==> src/rtl/serial_adder_ctrl_if.sv <==
// serial_adder_ctrl_if: operand/request and result signals of the serial adder.
// The master side issues requests and the slave side (the adder) returns results.
interface serial_adder_ctrl_if #(
   parameter int WIDTH = 8
);
   logic             start;
   logic [WIDTH-1:0] op_a;
   logic [WIDTH-1:0] op_b;
   logic             cin;
   logic             busy;
   logic             done;
   logic [WIDTH-1:0] sum_out;
   logic             cout;
   logic             ovf;
   modport master (output start, op_a, op_b, cin, input busy, done, sum_out, cout, ovf);
   modport slave (input start, op_a, op_b, cin, output busy, done, sum_out, cout, ovf);
endinterface

==> src/rtl/serial_adder_ctrl.sv <==
// serial_adder_ctrl: bit-serial WIDTH-bit adder built on one Full_Adder cell, LSB first.
// Build option: define OVERFLOW_DET_EN to report signed overflow on ovf; otherwise ovf is 0.
module Full_Adder (
   input  logic a,
   input  logic b,
   input  logic d,
   output logic sum,
   output logic Carry
);
   assign sum   = a ^ b ^ d;
   assign Carry = (a & b) | (d & (a ^ b));
endmodule

module serial_adder_ctrl #(
   parameter int WIDTH = 8,
   parameter int CNT_W = $clog2(WIDTH + 1)
) (
   input logic                clk,
   input logic                rst_n,
   serial_adder_ctrl_if.slave io_bus
);
   typedef enum logic [1:0] {IDLE, RUN, DONE} state_t;
   state_t           r_state;
   logic [WIDTH-1:0] r_a_sh;
   logic [WIDTH-1:0] r_b_sh;
   logic [WIDTH-1:0] r_s_sh;
   logic [WIDTH-1:0] r_sum;
   logic [CNT_W-1:0] r_count;
   logic             r_carry;
   logic             r_busy;
   logic             r_done;
   logic             r_cout;
   logic             w_sum;
   logic             w_carry;
   logic             w_last;
   logic [WIDTH-1:0] w_s_nxt;
   Full_Adder u_fa (
      .a     (r_a_sh[0]),
      .b     (r_b_sh[0]),
      .d     (r_carry),
      .sum   (w_sum),
      .Carry (w_carry)
   );
   // Partial sum fills from the MSB, so after WIDTH bits it is the full result.
   assign w_s_nxt = {w_sum, {(WIDTH-1){1'b0}}} | (r_s_sh >> 1);
   assign w_last  = r_count == CNT_W'(WIDTH - 1);
   always_ff @(posedge clk or negedge rst_n) begin
      if (!rst_n) begin
         r_state <= IDLE;
         r_a_sh  <= '0;
         r_b_sh  <= '0;
         r_s_sh  <= '0;
         r_sum   <= '0;
         r_count <= '0;
         r_carry <= 1'b0;
         r_busy  <= 1'b0;
         r_done  <= 1'b0;
         r_cout  <= 1'b0;
      end else begin
         case (r_state)
            IDLE: if (io_bus.start) begin
               r_a_sh  <= io_bus.op_a;
               r_b_sh  <= io_bus.op_b;
               r_carry <= io_bus.cin;
               r_count <= '0;
               r_s_sh  <= '0;
               r_busy  <= 1'b1;
               r_state <= RUN;
            end
            RUN: begin
               r_a_sh  <= r_a_sh >> 1;
               r_b_sh  <= r_b_sh >> 1;
               r_s_sh  <= w_s_nxt;
               r_carry <= w_carry;
               r_count <= r_count + CNT_W'(1);
               if (w_last) begin
                  r_sum   <= w_s_nxt;
                  r_cout  <= w_carry;
                  r_done  <= 1'b1;
                  r_state <= DONE;
               end
            end
            default: begin
               r_done  <= 1'b0;
               r_busy  <= 1'b0;
               r_state <= IDLE;
            end
         endcase
      end
   end
`ifdef OVERFLOW_DET_EN
   // Carry into the MSB is the carry flop during the last RUN edge.
   logic r_ovf;
   always_ff @(posedge clk or negedge rst_n) begin
      if (!rst_n) r_ovf <= 1'b0;
      else if (r_state == RUN && w_last) r_ovf <= r_carry ^ w_carry;
   end
   assign io_bus.ovf = r_ovf;
`else
   assign io_bus.ovf = 1'b0;
`endif
   assign io_bus.busy    = r_busy;
   assign io_bus.done    = r_done;
   assign io_bus.sum_out = r_sum;
   assign io_bus.cout    = r_cout;
endmodule
==> src/flat_wrapper.sv <==
// flat-port wrapper written by rule: the top's interface ports become plain ports
module serial_adder_ctrl_flat 
#(
   parameter int WIDTH = 8,
   parameter int CNT_W = $clog2(WIDTH + 1)
)
  (clk, rst_n, io_bus_start, io_bus_op_a, io_bus_op_b, io_bus_cin, io_bus_busy, io_bus_done, io_bus_sum_out, io_bus_cout, io_bus_ovf);
  serial_adder_ctrl_if #(.WIDTH(WIDTH)) io_bus_i ();
  input logic clk;
  input logic rst_n;
  input wire logic [$bits(io_bus_i.start)-1:0] io_bus_start;
  input wire logic [$bits(io_bus_i.op_a)-1:0] io_bus_op_a;
  input wire logic [$bits(io_bus_i.op_b)-1:0] io_bus_op_b;
  input wire logic [$bits(io_bus_i.cin)-1:0] io_bus_cin;
  output wire logic [$bits(io_bus_i.busy)-1:0] io_bus_busy;
  output wire logic [$bits(io_bus_i.done)-1:0] io_bus_done;
  output wire logic [$bits(io_bus_i.sum_out)-1:0] io_bus_sum_out;
  output wire logic [$bits(io_bus_i.cout)-1:0] io_bus_cout;
  output wire logic [$bits(io_bus_i.ovf)-1:0] io_bus_ovf;
  assign io_bus_i.start = io_bus_start;
  assign io_bus_i.op_a = io_bus_op_a;
  assign io_bus_i.op_b = io_bus_op_b;
  assign io_bus_i.cin = io_bus_cin;
  assign io_bus_busy = io_bus_i.busy;
  assign io_bus_done = io_bus_i.done;
  assign io_bus_sum_out = io_bus_i.sum_out;
  assign io_bus_cout = io_bus_i.cout;
  assign io_bus_ovf = io_bus_i.ovf;
  serial_adder_ctrl #(.WIDTH(WIDTH), .CNT_W(CNT_W)) u_core (.clk(clk), .rst_n(rst_n), .io_bus(io_bus_i));
endmodule
==> config.mk <==
export PLATFORM = sky130hd
export DESIGN_NAME = serial_adder_ctrl_flat
export DESIGN_NICKNAME = d
export VERILOG_FILES = /design/src/rtl/serial_adder_ctrl_if.sv /design/src/rtl/serial_adder_ctrl.sv /design/src/flat_wrapper.sv
export SDC_FILE = /design/constraint.sdc
export NUM_CORES = 1
export LEC_CHECK = 0
export BUFFER_PORTS_ARGS = -buffer_cell sky130_fd_sc_hd__buf_4
export CAP_MARGIN = 25
export CORE_UTILIZATION = 30
export DETAILED_ROUTE_END_ITERATION = 7
export GPL_ROUTABILITY_DRIVEN = 0
export PLACE_DENSITY = 0.48
export SETUP_SLACK_MARGIN = 0.1
export SLEW_MARGIN = 10
export SYNTH_ARGS = -nofsm -noshare
export SYNTH_HDL_FRONTEND = slang
export SYNTH_SLANG_ARGS = --single-unit
==> constraint.sdc <==
create_clock -name clk -period 2.8 [get_ports clk]
set_input_delay 0.56 -clock clk [delete_from_list [all_inputs] [get_ports clk]]
set_output_delay 0.56 -clock clk [all_outputs]
set_load 0.03 [all_outputs]
# Word level (Yosys, flattened, before mapping)

Cells that the tools add are included.

Register bits: 42
Input bits: 20
Word-level logic and storage cells: 47

Add/subtract/negate cells: 1
Equality and inequality tests: 4
Mux-type cells: 17
Bitwise logic cells: 8
Reduce and logical (&&, ||, !) cells: 7

Operators with widths:

| kind                | count |
|---|---|
| $pmux 8 s2          | 3 |
| $mux 8              | 3 |
| $reduce_and 2->1    | 5 |
| $or 8x7->8          | 1 |
| $pmux 4 s2          | 1 |
| $pmux 1 s2          | 3 |
| $add 4x1->4 const B | 1 |
| $eq 4x3->1 const B  | 1 |
| $mux 2              | 2 |
| $mux 4              | 1 |
| $pmux 2 s2          | 1 |
| $mux 1              | 3 |
| $and 1x1->1         | 2 |
| $eq 2x1->1 const B  | 1 |
| $logic_not 2->1     | 1 |
| $ne 2x1->1 const B  | 1 |
| $ne 2x2->1 const B  | 1 |
| $not 1->1           | 2 |
| $reduce_bool 2->1   | 1 |
| $xor 1x1->1         | 2 |
| $or 1x1->1          | 1 |

# Logic depth before layout (Yosys ltp)

Gate-level depths: netlist (run 1).

Depth after elaboration: 4
Gate-level depth with buffers: 4
Depth with buffers taken out: 4

# Cells and area by module

From an unflattened synthesis (run 1), not the netlist that was laid out.

Cells, all modules: 158
Area, all modules: 1826.8 µm²

By module, submodules not included:

| module            | instances | cells each | area an instance (µm²) | sequential area each (µm²) |
|---|---|---|---|---|
| serial_adder_ctrl | 1         | 157        | 1806.7                 | 1026.0 |
| Full_Adder        | 1         | 1          | 20.0                   | 0.0 |

# Worst setup path before layout (run 1)

OpenSTA, ideal clock, no wires.

Kind: reg2reg
From: reg u_core.r_count[0]
To: reg u_core.r_cout, in the netlist u_core.io_bus.cout
Library setup time: 0.125 ns
Arrival time: 1.234 ns
Data required time: 2.675 ns
Slack: 1.441 ns
Cell stages (with the launch flop): 5
Period minus slack after synthesis: 1.359 ns
Cells stage by stage: dfrtp_1 > ha_1 > and4b_1 > buf_4 > mux2_2

Longest elaborated chain between the ends: 2

Ends and longest elaborated chain:

| what                       | RTL line                | source |
|---|---|---|
| start, declared            | serial_adder_ctrl.sv:28 | `logic [CNT_W-1:0] r_count;` |
| start signal, assigned     | serial_adder_ctrl.sv:75 | `r_count <= r_count + CNT_W'(1);` |
| $eq 4x3->1                 | serial_adder_ctrl.sv:46 | `assign w_last = r_count == CNT_W'(WIDTH - 1);` |
| $reduce_and 2->1 (no line) | n/a                     |  |
| end signal, assigned       | serial_adder_ctrl.sv:78 | `r_cout <= w_carry;` |
| end, declared              | serial_adder_ctrl.sv:32 | `logic r_cout;` |

No other way between the ends.
A chain may end at the register's enable or synchronous reset.

# Worst setup path in the final report (run 1)

From: reg u_core.r_state[0]
To: reg u_core.r_sum[3], in the netlist u_core.io_bus.sum_out[3]

Longest elaborated chain between the ends: 2

Ends and longest elaborated chain:

| what                       | RTL line                | source |
|---|---|---|
| start, declared            | serial_adder_ctrl.sv:23 | `state_t r_state;` |
| start signal, assigned     | serial_adder_ctrl.sv:49 | `r_state <= IDLE;` |
| start signal, assigned     | serial_adder_ctrl.sv:68 | `r_state <= RUN;` |
| start signal, assigned     | serial_adder_ctrl.sv:80 | `r_state <= DONE;` |
| $eq 2x1->1                 | serial_adder_ctrl.sv:60 | `case (r_state)` |
| $reduce_and 2->1 (no line) | n/a                     |  |
| end signal, assigned       | serial_adder_ctrl.sv:77 | `r_sum <= w_s_nxt;` |
| end, declared              | serial_adder_ctrl.sv:27 | `logic [WIDTH-1:0] r_sum;` |

No other way between the ends.

==> metrics.cfg, run 1 <==
[status]
status = complete, no violations

[clock_tree]
cts_hold_buf = 0
cts_buffers = 5
worstSkewPairLatency_ns = 0.28
cts_resized = 0
clk_pin_slew_ns = 0.07
cts.path.max_buffers = 2
cts-root-buf = clkbuf_8
cts_tree = done
h-tree-depth = 2
cts.sinks = 41
post_cts_buffers = 0

[layout]
area_growth_syn_to_layout_pct = 21.0
multiInputGateArea_um2 = 687
final_common_cell = dfrtp_1
seq_area_mm2 = 0.00103
n_fill_cell = 594
fin_cells = 257
drive_above_1_share_pct = 26.5
final_cell_mix = 41 x dfrtp_1, 33 x buf_4, 17 x o21ai_0
n_antenna_cell = 0
nNetsFinal = 207

[floorplanning]
dieArea_mm2 = 0.00622
initial_core_util_pct = 31.6
fp.dieW_um = 78.9
num_rows = 27
coreArea_mm2 = 0.00561
pin_count = 32
die-height_um = 78.9

[setup_path]
critPathCaptureType = flip-flop
cp.depth = 3
worstSetupStartpointType = flip-flop
regToRegEndpoint = u_core.io_bus.sum_out[3]
crit_family = flip-flops
crit_type = flip-flop to flip-flop
cp_max_fo = 22
cp.buffers_inverters = 0
crit_chain = nor2b_2, and4b_1, mux2_2
worstPathArrival_ns = 2.22
reg2reg_depth = 3
rrSetupSlack_ns = 0.75
worst_path_max_delay_cell = dfrtp_1
reg2reg_from = u_core.r_state[0]
max_stage_delay_ns = 0.77
crit_required_ns = 2.97

[grt]
grt_max_degree = 42
grt-ovfl-total = 0
grt_pass1_wl_um = 6290
gr-usage-all-layers_pct = 13.2
first_global_vias = 1297
antenna_found_initial = 0

[worst_hold_path]
hold_class = input pin to asynchronous set/reset pin

[synth]
synth_top_area_share_pct = 57.9
synthDistinctLibCells = 25
synth.area.top_cells = dfrtp_1 58%, a22oi_1 6.4%, mux2_2 5.7%, nor2b_1 4.9%, o21ai_0 4.8%
synth_edf_count = 0
ys_warn_count = 0
synth_seq_area_share_pct = 57.9
synth_top_area_cell = dfrtp_1
synth_area_per_cell_um2 = 11.4
async_reset_ff_share_pct = 100
synth_area_mm2 = 0.00177
ys_ff_latch = 41
synthesis.nets = 178
synth-main-ff-cell = dfrtp_1
syn-instance-count = 156

[route]
drtIter0Drc = 41
wirelength_um = 3830
ant_nets = 0
firstDrtPassIters = 4
route.detailed.drc = 0
viasPerCell = 5.02
vias = 1289
wire_per_inst_um = 14.9

[timing]
period_share_pct = 73.2
relSlewSlack_pct = 51.3
tns_ns = 0
fin_skew_ns = 0.00409
setup_viol = 0
worstMarginPinSlew_ns = 0.731
max_freq_mhz = 488
period_needed_ns = 2.05
hold_viol = 0
slew_violations = 0
setup_ws_ns = 0.750
grt_setup_unrepaired = false

[power]
leakage_nw = 0.977
ir_drop_v = 0.000338
seqPwrFrac_pct = 46.1
p_switching_w = 0.000887
fin_total_pwr_w = 0.00234
pwr-share-comb_pct = 37.5
power.density_mw_per_mm2 = 1090
p_int_w = 0.00146
swShare_pct = 37.9
clkPwrFrac_pct = 16.4

[placed_design]
hpwl_um = 2540
io_buffers = 30
dp_slack_ns = 0.770
dpl.cell_count = 250

[run]
maxCapViolCount = 0

Yosys cell counts (all sizes together) (2+ instances only):
library cell	number
dfrtp	41
o21ai	17
a22oi	15
nor2b	15
a21oi	13
mux2	9
a22o	8
buf	7
nand2	7
nor2	7
clkbuf	4
and4b	2
inv	2
stage by stage:
stage          util, %  area [µm²]  hold WS [ns]
3_3_place_gp      36.6        2050         0.480
2_1_floorplan        -        1770         0.264
6_report          38.2        2140         0.248
5_1_grt           38.2        2140         0.284
4_1_cts           38.2        2140         0.267
3_5_place_dp      36.7        2060         0.477
worst max-delay path by stage:
stage / slack [ns] / end / from
2_1_floorplan: 1.44 / u_core.io_bus.cout / u_core.r_count[0]
3_3_place_gp: 0.78 / u_core.io_bus.sum_out[5] / u_core.r_state[0]
3_5_place_dp: 0.77 / u_core.io_bus.sum_out[4] / u_core.r_state[0]
4_1_cts: 0.73 / u_core.io_bus.sum_out[4] / u_core.r_state[0]
5_1_grt: 0.63 / u_core.io_bus.sum_out[4] / u_core.r_state[0]
6_report: 0.75 / u_core.io_bus.sum_out[3] / u_core.r_state[0]
state kept, by name, indices dropped and copies added, names as in the netlist, 2 cells and up:
| name | cells |
|---|---|
| u_core.io_bus.sum_out | 8 |
| u_core.r_b_sh | 8 |
| u_core.r_state | 2 |
| u_core.r_count | 4 |
| u_core.r_a_sh | 8 |
| u_core.r_s_sh | 7 |
layout make-up:
type	count	area share (%)
Timing Repair Buffer	33	11.6
Tap cell	72	4.20
Inverter	2	0.350
Multi-Input combinational cell	102	32.0
Clock buffer	7	4.03
Sequential cell	41	47.8
worst reg2reg max path, delay by kind of cell (launching register included):
kind,cells,cell delay [ns]
flops,1,0.77
mux,1,0.39
simple gates,2,0.77
metal layers:
layer	GRT usage (%)	share of wire, %	vias to the layer above
met5	0	0	-
met4	3.82	0.65	0
met3	4.02	5.4	2
met2	21.1	48	36
met1	17.3	46	631
li1	-	-	620
power groups by stage:
stage	sequential [W]	combinational [W]	clock (W)
after global routing	0.00112	0.000979	0.000422
after detailed placement	0.00109	0.000892	0
after floorplan	0.00113	0.000538	0
after CTS	0.00108	0.000894	0.000398
after global placement	0.00108	0.000867	0
final	0.00108	0.000879	0.000383
cell families after synthesis:
family | Yosys count | share of synthesized area (%)
AO/OA/AOI/OAI | 57 | 20.6
flip-flops | 41 | 57.9
AND/OR/NAND/NOR | 32 | 9.81
buffers and inverters | 13 | 3.39
multiplexers | 10 | 6.28
adder cells (fa/ha/maj) | 2 | 1.83
other | 1 | 0.212
Power figures use the tool's default switching activity.
==> run 2: changes to the inputs <==
--- a/config.mk
+++ b/config.mk
@@ -10,7 +10,7 @@
 export CORE_UTILIZATION = 30
 export DETAILED_ROUTE_END_ITERATION = 7
 export GPL_ROUTABILITY_DRIVEN = 0
-export PLACE_DENSITY = 0.48
+export PLACE_DENSITY = 0.5
 export SETUP_SLACK_MARGIN = 0.1
 export SLEW_MARGIN = 10
 export SYNTH_ARGS = -nofsm -noshare
==> constraint.sdc (replaced) <==
create_clock -name clk -period 1.7 [get_ports clk]
set_input_delay 0.34 -clock clk [delete_from_list [all_inputs] [get_ports clk]]
set_output_delay 0.34 -clock clk [all_outputs]
set_load 0.03 [all_outputs]
==> metrics.cfg, run 2 (same netlist as run 1, synthesis figures left out) <==
[timing]
relSlewSlack_pct = 65.3  ; was 51.3%
period_share_pct = 87.7  ; was 73.2%
period_needed_ns = 1.49  ; was 2.05 ns
tns_ns = 0  ; unchanged
hold_viol = 0  ; unchanged
grt_setup_unrepaired = false  ; unchanged
setup_viol = 0  ; unchanged
fin_skew_ns = 0.00934  ; was 0.00409 ns
worstMarginPinSlew_ns = 0.521  ; was 0.731 ns
max_freq_mhz = 671  ; was 488 MHz
slew_violations = 0  ; unchanged

[grt]
grt_max_degree = 42  ; unchanged
gr-usage-all-layers_pct = 13.1  ; was 13.2%
grt_pass1_wl_um = 6200  ; was 6290 µm
first_global_vias = 1307  ; was 1,297
grt-ovfl-total = 0  ; unchanged
antenna_found_initial = 0  ; unchanged

[layout]
n_fill_cell = 560  ; was 594
area_growth_syn_to_layout_pct = 24.8  ; was 21.0%
n_antenna_cell = 0  ; unchanged
final_common_cell = dfrtp_1  ; unchanged
drive_above_1_share_pct = 29.5  ; was 26.5%
nNetsFinal = 211  ; was 207
final_cell_mix = 41 x dfrtp_1, 37 x buf_4, 17 x o21ai_0  ; was 41 x dfrtp_1, 33 x buf_4, 17 x o21ai_0

[floorplanning]
coreArea_mm2 = 0.00561  ; unchanged
dieArea_mm2 = 0.00622  ; unchanged
num_rows = 27  ; unchanged
fp.dieW_um = 78.9  ; unchanged
initial_core_util_pct = 31.6  ; unchanged
die-height_um = 78.9  ; unchanged
pin_count = 32  ; unchanged

[clock_tree]
cts.path.max_buffers = 2  ; unchanged
cts_tree = done  ; unchanged
h-tree-depth = 2  ; unchanged
clk_pin_slew_ns = 0.08  ; was 0.07 ns
worstSkewPairLatency_ns = 0.29  ; was 0.28 ns
cts_buffers = 5  ; unchanged
cts_hold_buf = 0  ; unchanged
cts-root-buf = clkbuf_8  ; unchanged
cts.sinks = 41  ; unchanged
post_cts_buffers = 0  ; unchanged

[setup_path]
crit_family = flip-flops  ; unchanged
cp_max_fo = 10  ; was 22
worstSetupStartpointType = flip-flop  ; unchanged
worst_path_max_delay_cell = dfrtp_1  ; unchanged
crit_required_ns = 1.88  ; was 2.97 ns
crit_type = flip-flop to flip-flop  ; unchanged
cp.buffers_inverters = 0  ; unchanged
critPathCaptureType = flip-flop  ; unchanged
critPathLaunch = u_core.r_count[0]  ; was u_core.r_state[0]
crit_chain = ha_1, and4b_4, mux2_2  ; was nor2b_2, and4b_1, mux2_2
max_stage_delay_ns = 0.43  ; was 0.77 ns
worstPathArrival_ns = 1.67  ; was 2.22 ns
reg2reg_from = u_core.r_count[0]  ; was u_core.r_state[0]

[power]
power.density_mw_per_mm2 = 1850  ; was 1090 mW/mm²
ir_drop_v = 0.000554  ; was 0.000338 V
leakage_nw = 1.01  ; was 0.977 nW
fin_total_pwr_w = 0.00409  ; was 0.00234 W

[worst_hold_path]
hold_class = input pin to asynchronous set/reset pin  ; unchanged

[route]
ant_nets = 0  ; unchanged
wire_per_inst_um = 14.6  ; was 14.9 µm
wirelength_um = 3830  ; about the same
vias = 1327  ; was 1,289
route.detailed.drc = 0  ; unchanged
viasPerCell = 5.06  ; was 5.02
firstDrtPassIters = 4  ; unchanged
drtIter0Drc = 57  ; was 41

[status]
status = complete, no violations  ; unchanged

[placed_design]
hpwl_um = 2540  ; about the same
io_buffers = 30  ; unchanged

[run]
maxCapViolCount = 0  ; unchanged

run 2: cell types whose count changed in the layout (fill, tap and decap cells not counted):
cell	previous run	this run
buf_4	33	37
and4b_1	2	1
and4b_4	0	1
bufinv_16	0	1
clkbuf_1	1	0
clkinvlp_4	0	1
run 2: repair_timing:
action / 4_1_cts / 5_1_grt
pin swaps: 0 / 0
resized for setup: 1 / 1
endpoints found under the setup margin: 9 / 2
run 2: where the power goes:
group          switching (W)  total, W  leakage, nW  internal, W
logic               0.000857   0.00158        0.419     0.000726
clock network       0.000331  0.000809       0.0574     0.000477
registers           0.000308   0.00170        0.531      0.00139
total                0.00150   0.00409         1.01      0.00259
run 2: cell type report:
class | instances | area, µm² | share of cell area [%]
inverter | 2 | 7.51 | 0.339
clock inverter | 2 | 37.5 | 1.70
sequential | 41 | 1030 | 46.4
clock buffer | 6 | 82.6 | 3.73
multi-input combinational | 102 | 691 | 31.2
tap | 72 | 90.1 | 4.07
timing repair buffer | 37 | 278 | 12.6
run 2: layer usage:
layer	GRT usage (%)	vias up	wire [µm]
met4	3.82	0	23
met2	21.5	36	1830
met3	3.45	5	177
li1	-	624	-
met5	0	-	0
met1	16.9	662	1800
run 2: per-stage QoR:
step	worst slack (ns)	hold slack, ns	cell area (µm²)	utilization, %	instances
after floorplan	0.341	0.0444	1770	-	156
after global placement	0.126	0.349	2090	37.2	254
after detailed placement	0.0337	0.352	2090	37.2	254
after CTS	0.146	0.0345	2210	39.4	262
after global routing	0.154	0.0537	2210	39.4	262
final	0.209	0.0157	2210	39.4	262
run 2: final timing paths:
check / end / depth (start not counted) / slack, ns
min in group clk: u_core.r_a_sh[7] / 2 / 0.32
hold reg to reg: u_core.r_b_sh[1] / 2 / 0.50
hold / removal: u_core.r_s_sh[1] / 1 / 0.02
setup / recovery: u_core.io_bus.sum_out[5] / 3 / 0.21
max in group asynchronous: u_core.io_bus.done / 1 / 1.31
setup reg to reg: u_core.io_bus.sum_out[5] / 3 / 0.21
